<file path="config.mk">
export PLATFORM = sky130hd
export DESIGN_NAME = instr_fetch_flat
export DESIGN_NICKNAME = d
export VERILOG_FILES = /design/src/rtl/instr_fetch_if.sv /design/src/rtl/instr_fetch.sv /design/src/flat_wrapper.sv
export SDC_FILE = /design/constraint.sdc
export NUM_CORES = 1
export LEC_CHECK = 0
export BUFFER_PORTS_ARGS = -buffer_cell sky130_fd_sc_hd__buf_2
export CORE_ASPECT_RATIO = 0.7
export CORE_MARGIN = 5
export CORE_UTILIZATION = 38
export CTS_BUF_LIST = sky130_fd_sc_hd__clkbuf_16
export CTS_CLUSTER_DIAMETER = 30
export DETAILED_ROUTE_END_ITERATION = 16
export GPL_ROUTABILITY_DRIVEN = 0
export PLACE_DENSITY = 0.8
export SLEW_MARGIN = 20
export SYNTH_ARGS = -nofsm -noshare
export SYNTH_HDL_FRONTEND = slang
export SYNTH_SLANG_ARGS = --single-unit
</file>
<file path="constraint.sdc">
create_clock -name clk -period 1.9 [get_ports clk]
set_clock_uncertainty 0.2 [all_clocks]
set_input_delay 0.19 -clock clk [delete_from_list [all_inputs] [get_ports clk]]
set_output_delay 0.19 -clock clk [all_outputs]
set_load 0.01 [all_outputs]
</file>
<file path="src/rtl/instr_fetch_if.sv">
// Bundles the fetch stage's PC, instruction-memory and decode-side signals.
// The master modport is the fetch stage; the slave modport is its environment.
interface instr_fetch_if #(
  parameter int PC_W    = 8,
  parameter int INSTR_W = 32
);
  logic [PC_W-1:0]    pc_cur;
  logic [PC_W-1:0]    pc_next;
  logic               pc_en;
  logic               imem_req;
  logic [PC_W-1:0]    imem_addr;
  logic               imem_ack;
  logic [INSTR_W-1:0] imem_rdata;
  logic               redirect;
  logic [PC_W-1:0]    redirect_pc;
  logic               if_valid;
  logic               if_ready;
  logic [INSTR_W-1:0] if_instr;
  logic [PC_W-1:0]    if_pc;

  modport master (
    input  pc_cur, imem_ack, imem_rdata, redirect, redirect_pc, if_ready,
    output pc_next, pc_en, imem_req, imem_addr, if_valid, if_instr, if_pc
  );

  modport slave (
    output pc_cur, imem_ack, imem_rdata, redirect, redirect_pc, if_ready,
    input  pc_next, pc_en, imem_req, imem_addr, if_valid, if_instr, if_pc
  );
endinterface

</file>
<file path="src/rtl/instr_fetch.sv">
// Instruction fetch stage: single-outstanding memory request, valid/ready
// output to decode, sequential PC+4 or redirect target back to the PC register.
module instr_fetch #(
  parameter int PC_W    = 8,
  parameter int INSTR_W = 32
) (
  input logic          clk,
  input logic          rst,
  instr_fetch_if.master bus
);

  typedef enum logic [1:0] {IDLE, REQ, HOLD, DRAIN} state_t;

  state_t             state, state_nxt;
  logic               load_word;
  logic               load_drain;
  logic               clr_valid;
  logic [PC_W-1:0]    drain_addr;
  logic               valid_q;
  logic [INSTR_W-1:0] instr_q;
  logic [PC_W-1:0]    pc_q;

  // NOTE: sequential state uses non-blocking assignments so every flop samples
  // pre-edge values regardless of process ordering.
  always_ff @(posedge clk or posedge rst) begin
    if (rst) state <= IDLE;
    else     state <= state_nxt;
  end

  // NOTE: every variable gets a default before the case so no path leaves it
  // unassigned, which would otherwise infer a latch.
  always_comb begin
    state_nxt  = state;
    load_word  = 1'b0;
    load_drain = 1'b0;
    clr_valid  = 1'b0;
    unique case (state)
      IDLE: state_nxt = REQ;
      REQ: begin
        if (bus.imem_ack && !bus.redirect) begin
          state_nxt = HOLD;
          load_word = 1'b1;
        end else if (!bus.imem_ack && bus.redirect) begin
          // The old request is still in flight; remember it so it can be drained.
          state_nxt  = DRAIN;
          load_drain = 1'b1;
        end
      end
      DRAIN: if (bus.imem_ack) state_nxt = REQ;
      HOLD: begin
        if (bus.redirect || bus.if_ready) begin
          state_nxt = REQ;
          clr_valid = 1'b1;
        end
      end
      default: state_nxt = IDLE;
    endcase
  end

  always_ff @(posedge clk or posedge rst) begin
    if (rst) begin
      valid_q    <= 1'b0;
      instr_q    <= '0;
      pc_q       <= '0;
      drain_addr <= '0;
    end else begin
      if (load_word) begin
        valid_q <= 1'b1;
        instr_q <= bus.imem_rdata;
        pc_q    <= bus.pc_cur;
      end else if (clr_valid) begin
        valid_q <= 1'b0;
      end
      if (load_drain) drain_addr <= bus.pc_cur;
    end
  end

  // Memory request side.
  always_comb begin
    bus.imem_req  = 1'b0;
    bus.imem_addr = '0;
    if (state == REQ) begin
      bus.imem_req  = 1'b1;
      bus.imem_addr = bus.pc_cur;
    end else if (state == DRAIN) begin
      bus.imem_req  = 1'b1;
      bus.imem_addr = drain_addr;
    end
  end

  // PC update is forced quiet while reset is asserted; redirect always wins.
  always_comb begin
    bus.pc_en   = 1'b0;
    bus.pc_next = '0;
    if (!rst) begin
      bus.pc_en   = bus.redirect || (state == REQ && bus.imem_ack);
      bus.pc_next = bus.redirect ? bus.redirect_pc : bus.pc_cur + PC_W'(4);
    end
  end

  assign bus.if_valid = valid_q;
  assign bus.if_instr = instr_q;
  assign bus.if_pc    = pc_q;

endmodule

</file>
<file path="src/flat_wrapper.sv">
// flat-port wrapper written by rule: the top's interface ports become plain ports
module instr_fetch_flat 
#(
  parameter int PC_W    = 8,
  parameter int INSTR_W = 32
)
  (clk, rst, bus_pc_cur, bus_imem_ack, bus_imem_rdata, bus_redirect, bus_redirect_pc, bus_if_ready, bus_pc_next, bus_pc_en, bus_imem_req, bus_imem_addr, bus_if_valid, bus_if_instr, bus_if_pc);
  instr_fetch_if #(.PC_W(PC_W), .INSTR_W(INSTR_W)) bus_i ();
  input logic clk;
  input logic rst;
  input wire logic [$bits(bus_i.pc_cur)-1:0] bus_pc_cur;
  input wire logic [$bits(bus_i.imem_ack)-1:0] bus_imem_ack;
  input wire logic [$bits(bus_i.imem_rdata)-1:0] bus_imem_rdata;
  input wire logic [$bits(bus_i.redirect)-1:0] bus_redirect;
  input wire logic [$bits(bus_i.redirect_pc)-1:0] bus_redirect_pc;
  input wire logic [$bits(bus_i.if_ready)-1:0] bus_if_ready;
  output wire logic [$bits(bus_i.pc_next)-1:0] bus_pc_next;
  output wire logic [$bits(bus_i.pc_en)-1:0] bus_pc_en;
  output wire logic [$bits(bus_i.imem_req)-1:0] bus_imem_req;
  output wire logic [$bits(bus_i.imem_addr)-1:0] bus_imem_addr;
  output wire logic [$bits(bus_i.if_valid)-1:0] bus_if_valid;
  output wire logic [$bits(bus_i.if_instr)-1:0] bus_if_instr;
  output wire logic [$bits(bus_i.if_pc)-1:0] bus_if_pc;
  assign bus_i.pc_cur = bus_pc_cur;
  assign bus_i.imem_ack = bus_imem_ack;
  assign bus_i.imem_rdata = bus_imem_rdata;
  assign bus_i.redirect = bus_redirect;
  assign bus_i.redirect_pc = bus_redirect_pc;
  assign bus_i.if_ready = bus_if_ready;
  assign bus_pc_next = bus_i.pc_next;
  assign bus_pc_en = bus_i.pc_en;
  assign bus_imem_req = bus_i.imem_req;
  assign bus_imem_addr = bus_i.imem_addr;
  assign bus_if_valid = bus_i.if_valid;
  assign bus_if_instr = bus_i.if_instr;
  assign bus_if_pc = bus_i.if_pc;
  instr_fetch #(.PC_W(PC_W), .INSTR_W(INSTR_W)) u_core (.clk(clk), .rst(rst), .bus(bus_i));
endmodule
</file>
---- After elaboration in Yosys (flattened, before gate mapping) ----
Cells that the tools add are included.
storage, ports and cells
  bits in registers ....................... 51
  input port bits ......................... 53
  output and inout bits ................... 59
  logic and storage cells ................. 43
cells by class
  $add $sub $neg .......................... 1
  eq/ne operators ......................... 6
  muxes and demuxes ....................... 21
  reductions and logical operators ........ 10
operator list
  cell                   count
  $mux W8                4
  $mux W1                12
  $add A8 B3 Y8 const B  1
  $mux W2                4
  $pmux W2 S4            1
  $eq A2 B2 Y1 const B   2
  $logic_and A1 B1 Y1    3
  $ne A3 B1 Y1 const B   1
  $reduce_and A3 Y1      1
  $eq A2 B1 Y1 const B   1
  $logic_not A1 Y1       2
  $logic_not A2 Y1       1
  $logic_or A1 B1 Y1     2
  $ne A2 B1 Y1 const B   1
  $ne A2 B2 Y1 const B   1
  $reduce_bool A2 Y1     1

---- Depth between registers and ports, before layout ----
Gate-level depths: netlist of run 1.
  depth in word-level cells ............... 5
  mapped depth ............................ 5
  mapped depth without buffers ............ 4

---- Worst setup path after synthesis of run 1 ----
OpenSTA, ideal clock, no wires.
  path kind ............................... reg-to-reg
  from .................................... reg u_core.state[1]
  to ...................................... reg u_core.instr_q[0] (netlist: u_core.bus.if_instr[0])
  setup time .............................. 125 ps
  data arrival time ....................... 1340 ps
  data required time ...................... 1575 ps
  setup slack ............................. 235 ps
  stages on the path, launching flop included .. 6
  path buffers ............................ 2
  period minus slack after synthesis ...... 1665 ps
  cells stage by stage .................... dfrtp_1 -> and3b_1 -> and2_1 -> buf_6 -> buf_6 -> mux2_4
on the way
  cells in the longest elaborated chain, start to end .. 2
RTL lines
  item                    line               text
  from (decl)             instr_fetch.sv:14  state_t state, state_nxt;
  from (signal assigned)  instr_fetch.sv:27  else state <= state_nxt;
  $eq A2 B1 Y1            instr_fetch.sv:37  unique case (state)
  $mux W1                 instr_fetch.sv:37
  to (signal assigned)    instr_fetch.sv:69  instr_q <= bus.imem_rdata;
  to (decl)               instr_fetch.sv:20  logic [INSTR_W-1:0] instr_q;
Every way passes these cells.
A chain may end at the register's enable or synchronous reset.

---- Worst setup path after layout of run 1 ----
  from .................................... reg u_core.state[1]
  to ...................................... reg u_core.instr_q[20] (netlist: u_core.bus.if_instr[20])
The elaborated chain is that of the path after synthesis.

==> results of run 1 <==
==> per-layer routing <==
metal | vias to the layer above | global-route usage (%)
met5 | - | 0
met4 | 0 | 3.49
met3 | 6 | 4.45
met2 | 76 | 26.8
met1 | 947 | 19.0
li1 | 895 | -
==> worst paths after layout <==
check | startpoint | endpoint | slack [ns] | cells past startpoint
worst min register to register | u_core.bus.if_valid | u_core.bus.if_valid | 0.31 | 2
min in group asynchronous | rst | u_core.drain_addr[3] | 0.36 | 3
worst max register to register | u_core.state[1] | u_core.bus.if_instr[20] | 0.17 | 4
worst min-delay path | bus_if_ready | u_core.bus.if_valid | 0.02 | 4
max in group asynchronous | rst | u_core.bus.if_pc[4] | 0.62 | 4
worst max-delay path | u_core.state[1] | u_core.bus.if_instr[20] | 0.17 | 4
==> sequential cells by signal, indices dropped and copies added, names as in the netlist <==
register	count
u_core.state	2
u_core.bus.if_instr	32
u_core.bus.if_valid	1
u_core.drain_addr	8
u_core.bus.if_pc	8
==> cells in the final DEF, fill, tap and decap left out, types with 3 or more instances in the layout <==
master,Yosys,routed
xor2_1,3,3
clkbuf_16,0,5
mux2i_1,11,11
buf_2,1,111
buf_4,0,4
nand2_1,6,6
mux2_2,8,8
buf_12,0,3
o21ai_0,6,6
mux2_4,40,40
dlygate4sd3_1,0,36
nor2_1,10,10
nor2b_1,10,10
dfrtp_1,51,51
==> final cells by class <==
cell class | count | area [um2] | share of cell area [%]
sequential | 51 | 1280 | 35.1
multi-input combinational | 109 | 1090 | 29.9
timing repair buffer | 154 | 1010 | 27.7
clock buffer | 5 | 125 | 3.44
tap | 78 | 97.6 | 2.69
clock inverter | 2 | 33.8 | 0.930
inverter | 2 | 7.51 | 0.207
==> worst reg2reg max path: stages (launching register included) <==
cell     delay (ns)
dfrtp_1        0.40
and3b_1        0.25
and2_2         0.21
buf_12         0.21
mux2_4         0.33
==> power by group through the flow <==
| stage | clock network [mW] | logic (mW) | registers [mW] |
|---|---|---|---|
| floorplan | 0 | 0.706 | 1.77 |
| global placement | 0 | 1.36 | 1.63 |
| detailed placement | 0 | 1.39 | 1.64 |
| CTS | 1.00 | 1.45 | 1.64 |
| global route | 1.04 | 1.55 | 1.68 |
| finish | 0.968 | 1.43 | 1.64 |
==> cells by family after synthesis <==
| kind of cell | after synthesis |
|---|---|
| compound gates | 11 |
| xor+xnor | 3 |
| flops | 51 |
| mux | 59 |
| buf+inv | 13 |
| fa+ha+maj | 1 |
| simple gates | 35 |
==> flow_metrics.env, run 1 <==
export IMPL_synth_fa_ha_area_share_pct=0.511
export IMPL_cts_resized=0
export IMPL_synth_edf_count=0
export IMPL_power_density_mw_per_mm2=1110
export IMPL_place_area_mm2=0.00311
export IMPL_detailedPlace_worstSlack_ns=0.187
export IMPL_cts_tree="yes"
export IMPL_worstPathArrival_ns=1.68
export IMPL_dr_wl_met3_um=513
export IMPL_fin_total_pwr_mw=4.03
export IMPL_crit_chain="and3b_1 -> and2_2 -> buf_12 -> mux2_4"
export IMPL_cap_violations=0
export IMPL_drt_initial_drc_count=50
export IMPL_drive_gt1_share_pct=53.9
export IMPL_io_buffers=111
export IMPL_rows=24
export IMPL_min_period_ns=1.73
export IMPL_detail_route_drc_violations=0
export IMPL_grt_max_degree=32
export IMPL_peakVddDrop_mv=0.458
export IMPL_worst_slew_pin_transition_ns=0.446
export IMPL_fp_dieW_um=106
export IMPL_worst_slack_ns=0.175
export IMPL_clkPwrFrac_pct=24.0
export IMPL_dr_max_layer_used="met4"
export IMPL_htree_levels=2
export IMPL_critPathBufInv=1
export IMPL_insertion_delay_ns=0.28
export IMPL_switchingPower_mw=1.15
export IMPL_dp_hpwl_um=4290
export IMPL_grt_pass1_vias=2093
export IMPL_wirelength_um=6130
export IMPL_cts_sink_count=51
export IMPL_synth_compound_area_share_pct=2.60
export IMPL_initial_core_util_pct=39.2
export IMPL_num_vias=1924
export IMPL_clk_pin_slew_worst_paths_ns=0.07
export IMPL_cts_root_buffer="clkbuf_16"
export IMPL_wl_met2_um=3030
export IMPL_critical_path_top_delay_family="simple AND/OR/NAND/NOR gates"
export IMPL_cts_buffer_depth=2
export IMPL_critical_path_class="reg -> reg"
export IMPL_fmax_ghz=0.580
export IMPL_cts_buffers=5
export IMPL_yosysTopAreaCell="dfrtp_1"
export IMPL_final_cells=401
export IMPL_nets=377
export IMPL_core_area_mm2=0.00625
export IMPL_slew_viol_final=0
export IMPL_die_area_mm2=0.00818
export IMPL_p_int_mw=2.89
export IMPL_start_kind="register"
export IMPL_cp_end_kind="register"
export IMPL_synth_xor_area_share_pct=1.07
export IMPL_nFillCells=521
export IMPL_drtAntennaViolNets=0
export IMPL_crit_path_max_fanout=21
export IMPL_final_hold_viol_count=0
export IMPL_postCtsSetupRepairBufs=0
export IMPL_avgViaCountPerCell=4.80
export IMPL_setup_viol=0
export IMPL_die_h_um=77.2
export IMPL_wl_per_cell_um=15.3
export IMPL_synth_warnings=0
export IMPL_leakagePower_nw=1.81
export IMPL_utilization_pct=58.2
export IMPL_maxSlewHeadroom_pct=70.2
export IMPL_synthMuxAreaShare_pct=32.7
export IMPL_crit_slowest_cell="dfrtp_1"
export IMPL_antenna_found_initial=0
export IMPL_syn_area_mm2=0.00245
export IMPL_yosysTopAreaCellShare_pct=52.1
export IMPL_grt_pass1_wl_um=10200
export IMPL_syn_nets=227
export IMPL_synth_async_reset_ratio_pct=100
export IMPL_syn_inst=173
export IMPL_swShare_pct=28.5
export IMPL_area_growth_synth_to_final_pct=48.3
export IMPL_stdcell_area_mm2=0.00363
export IMPL_dr_pass1_iters=4
export IMPL_yosysMostFrequentCell="dfrtp_1"
export IMPL_synth_top_family_by_area="multiplexers"
export IMPL_cpPeakStageDelay_ns=0.40
export IMPL_overflow=0
export IMPL_whs_ns=0.0228
export IMPL_synth_distinct_cells=25
export IMPL_synth_main_ff_cell="dfrtp_1"
export IMPL_netlist_top_cells_count="dfrtp_1, mux2_4, mux2i_1, nor2_1, nor2b_1"
export IMPL_rsz0062_at_grt="false"
export IMPL_met1_length_um=2540
export IMPL_dp_cells=358
export IMPL_worst_ep_required_time_ns=1.86
export IMPL_synth_simple_area_share_pct=7.46
export IMPL_final_period_utilization_pct=90.8
export IMPL_fin_tns_setup_ns=0
export IMPL_status="finished clean"
export IMPL_num_antenna_cells=0
export IMPL_avgSynthCellArea_um2=14.2
export IMPL_pwr_share_comb_pct=35.4
export IMPL_holdBufCountCts=36
export IMPL_ys_seq_area_share_pct=52.1
export IMPL_hold_path_class="in -> reg"
export IMPL_ios=112
export IMPL_seq_power_share_pct=40.6
export IMPL_ys_seq_elements=51
export IMPL_globalRouteTotalUtil_pct=15.4
export IMPL_synth_area_leaders="dfrtp_1, mux2_4, mux2i_1, mux2_2, nor2b_1"
Power figures use the tool's default switching activity.
==> inputs of run 2 (changes only) <==
--- a/config.mk
+++ b/config.mk
@@ -13,7 +13,7 @@
 export CTS_CLUSTER_DIAMETER = 30
 export DETAILED_ROUTE_END_ITERATION = 16
 export GPL_ROUTABILITY_DRIVEN = 0
-export PLACE_DENSITY = 0.8
+export PLACE_DENSITY = 0.77
 export SLEW_MARGIN = 20
 export SYNTH_ARGS = -nofsm -noshare
 export SYNTH_HDL_FRONTEND = slang
==> constraint.sdc (replaced) <==
create_clock -name clk -period 2.18 [get_ports clk]
set_clock_uncertainty 0.2 [all_clocks]
set_input_delay 0.218 -clock clk [delete_from_list [all_inputs] [get_ports clk]]
set_output_delay 0.218 -clock clk [all_outputs]
set_load 0.01 [all_outputs]
==> flow_metrics.env, run 2 (same netlist as run 1, synthesis figures left out) <==
export IMPL_status="finished clean"
export IMPL_wl_per_cell_um=15.2
export IMPL_drive_gt1_share_pct=54.7
export IMPL_final_common_cell="buf_2"
export IMPL_overflow=0
export IMPL_start_kind="register"
export IMPL_setup_viol=0
export IMPL_wirelength_um=6050
export IMPL_area_growth_synth_to_final_pct=47.2
export IMPL_critical_path_class="reg -> reg"
export IMPL_cpPeakStageDelay_ns=0.45
export IMPL_power_density_mw_per_mm2=981
export IMPL_globalRouteTotalUtil_pct=14.9
export IMPL_rsz0062_at_grt="false"
export IMPL_peakVddDrop_mv=0.482
export IMPL_antenna_found_initial=0
export IMPL_most_common_layout_cells="buf_2, dfrtp_1, mux2_4, dlygate4sd3_1, mux2i_1"
export IMPL_crit_slowest_cell="and2_2"
export IMPL_crit_reg2reg_capture="u_core.bus.if_instr[0]"
export IMPL_dr_pass1_iters=4
export IMPL_drtAntennaViolNets=0
export IMPL_cts_buffer_depth=2
export IMPL_r2r_start="u_core.state[1]"
export IMPL_die_area_mm2=0.00818
export IMPL_postCtsSetupRepairBufs=0
export IMPL_ff2ff_setup_slack_ns=0.25
export IMPL_io_buffers=111
export IMPL_leakagePower_nw=1.80
export IMPL_r2r_cells=4
export IMPL_clk_pin_slew_worst_paths_ns=0.07
export IMPL_detail_route_drc_violations=0
export IMPL_crit_chain="and3b_1 -> and2_2 -> buf_12 -> mux2_4"
export IMPL_cts_buffers=5
export IMPL_final_hold_viol_count=0
export IMPL_fin_tns_setup_ns=0
export IMPL_slew_viol_final=0
export IMPL_num_antenna_cells=0
export IMPL_min_path_cells=2
export IMPL_final_period_utilization_pct=88.7
export IMPL_largest_reg_flops=32
export IMPL_grt_pass1_vias=1973
export IMPL_fmax_ghz=0.517
export IMPL_core_area_mm2=0.00625
export IMPL_cts_root_buffer="clkbuf_16"
export IMPL_cts_resized=0
export IMPL_initial_core_util_pct=39.2
export IMPL_rows=24
export IMPL_maxSlewHeadroom_pct=69.8
export IMPL_holdPathEnd="u_core.bus.if_pc[0]"
export IMPL_cts_tree="yes"
export IMPL_htree_levels=2
export IMPL_grt_max_degree=33
export IMPL_drt_initial_drc_count=82
export IMPL_nets=373
export IMPL_worst_ep_required_time_ns=2.15
export IMPL_min_period_ns=1.93
export IMPL_whs_ns=0.0195
export IMPL_cp_end_kind="register"
export IMPL_cts_sink_count=51
export IMPL_dp_hpwl_um=4220
export IMPL_fp_dieW_um=106
export IMPL_avgViaCountPerCell=4.63
export IMPL_die_h_um=77.2
export IMPL_min_from="bus_pc_cur[0]"
export IMPL_crit_path_max_fanout=15
export IMPL_grt_pass1_wl_um=9760
export IMPL_utilization_pct=57.7
export IMPL_cap_violations=0
export IMPL_ios=112
export IMPL_worst_slew_pin_transition_ns=0.453
export IMPL_hold_path_class="in -> reg"
export IMPL_num_vias=1844
export IMPL_worstPathArrival_ns=1.90
export IMPL_insertion_delay_ns=0.28
run 2: cell count changes in the layout (fill, tap and decap cells not counted), sizes merged:
cell | before | now
buf | 118 | 117
clkinv | 1 | 3
dlygate4sd3 | 36 | 33
inv | 2 | 1
run 2: how the worst max path moves through the flow:
stage | startpoint | slack, ns | endpoint
CTS | u_core.state[1] | 0.23 | u_core.bus.if_instr[2]
global placement | u_core.state[1] | 0.28 | u_core.bus.if_instr[4]
global route | u_core.state[1] | 0.17 | u_core.bus.if_instr[2]
detailed placement | u_core.state[1] | 0.25 | u_core.bus.if_instr[27]
finish | u_core.state[1] | 0.25 | u_core.bus.if_instr[0]
floorplan | rst | 0.32 | u_core.bus.if_instr[0]
run 2: routing by layer:
metal	global-route usage, %	wire, um	vias to the layer above
li1	-	-	893
met1	19.4	2720	877
met2	23.9	2800	69
met3	5.54	501	5
met4	3.10	31	0
met5	0	0	-
run 2: final cells by class:
class	instances	area, um2
Fill cell	513	2640
Sequential cell	51	1280
Multi-Input combinational cell	109	1090
Timing Repair Buffer	150	968
Clock buffer	5	125
Tap cell	78	97.6
Clock inverter	3	43.8
Inverter	2	7.51
run 2: power breakdown:
part / switching (mW) / internal (mW)
combinational: 0.509 / 0.726
sequential: 0.168 / 1.25
clock: 0.340 / 0.541
run 2: repair_timing:
item,4_1_cts,5_1_grt
hold endpoints to repair,51,0
endpoints found under the setup margin,0,0
hold buffers,33,0
run 2: critical path, delay by kind of cell, from the launching register on:
kind,cells,cell delay [ns]
buf+inv,1,0.23
mux,1,0.31
simple gates,2,0.69
flops,1,0.38
run 2: per-stage QoR:
stage          cells  setup WS (ns)  total power [mW]  area [um2]
2_1_floorplan    173          0.323              2.16        2450
3_3_place_gp     357          0.282              2.60        3110
3_5_place_dp     357          0.248              2.63        3110
4_1_cts          398          0.232              3.57        3610
5_1_grt          398          0.172              3.73        3610
6_report         398          0.247              3.54        3610
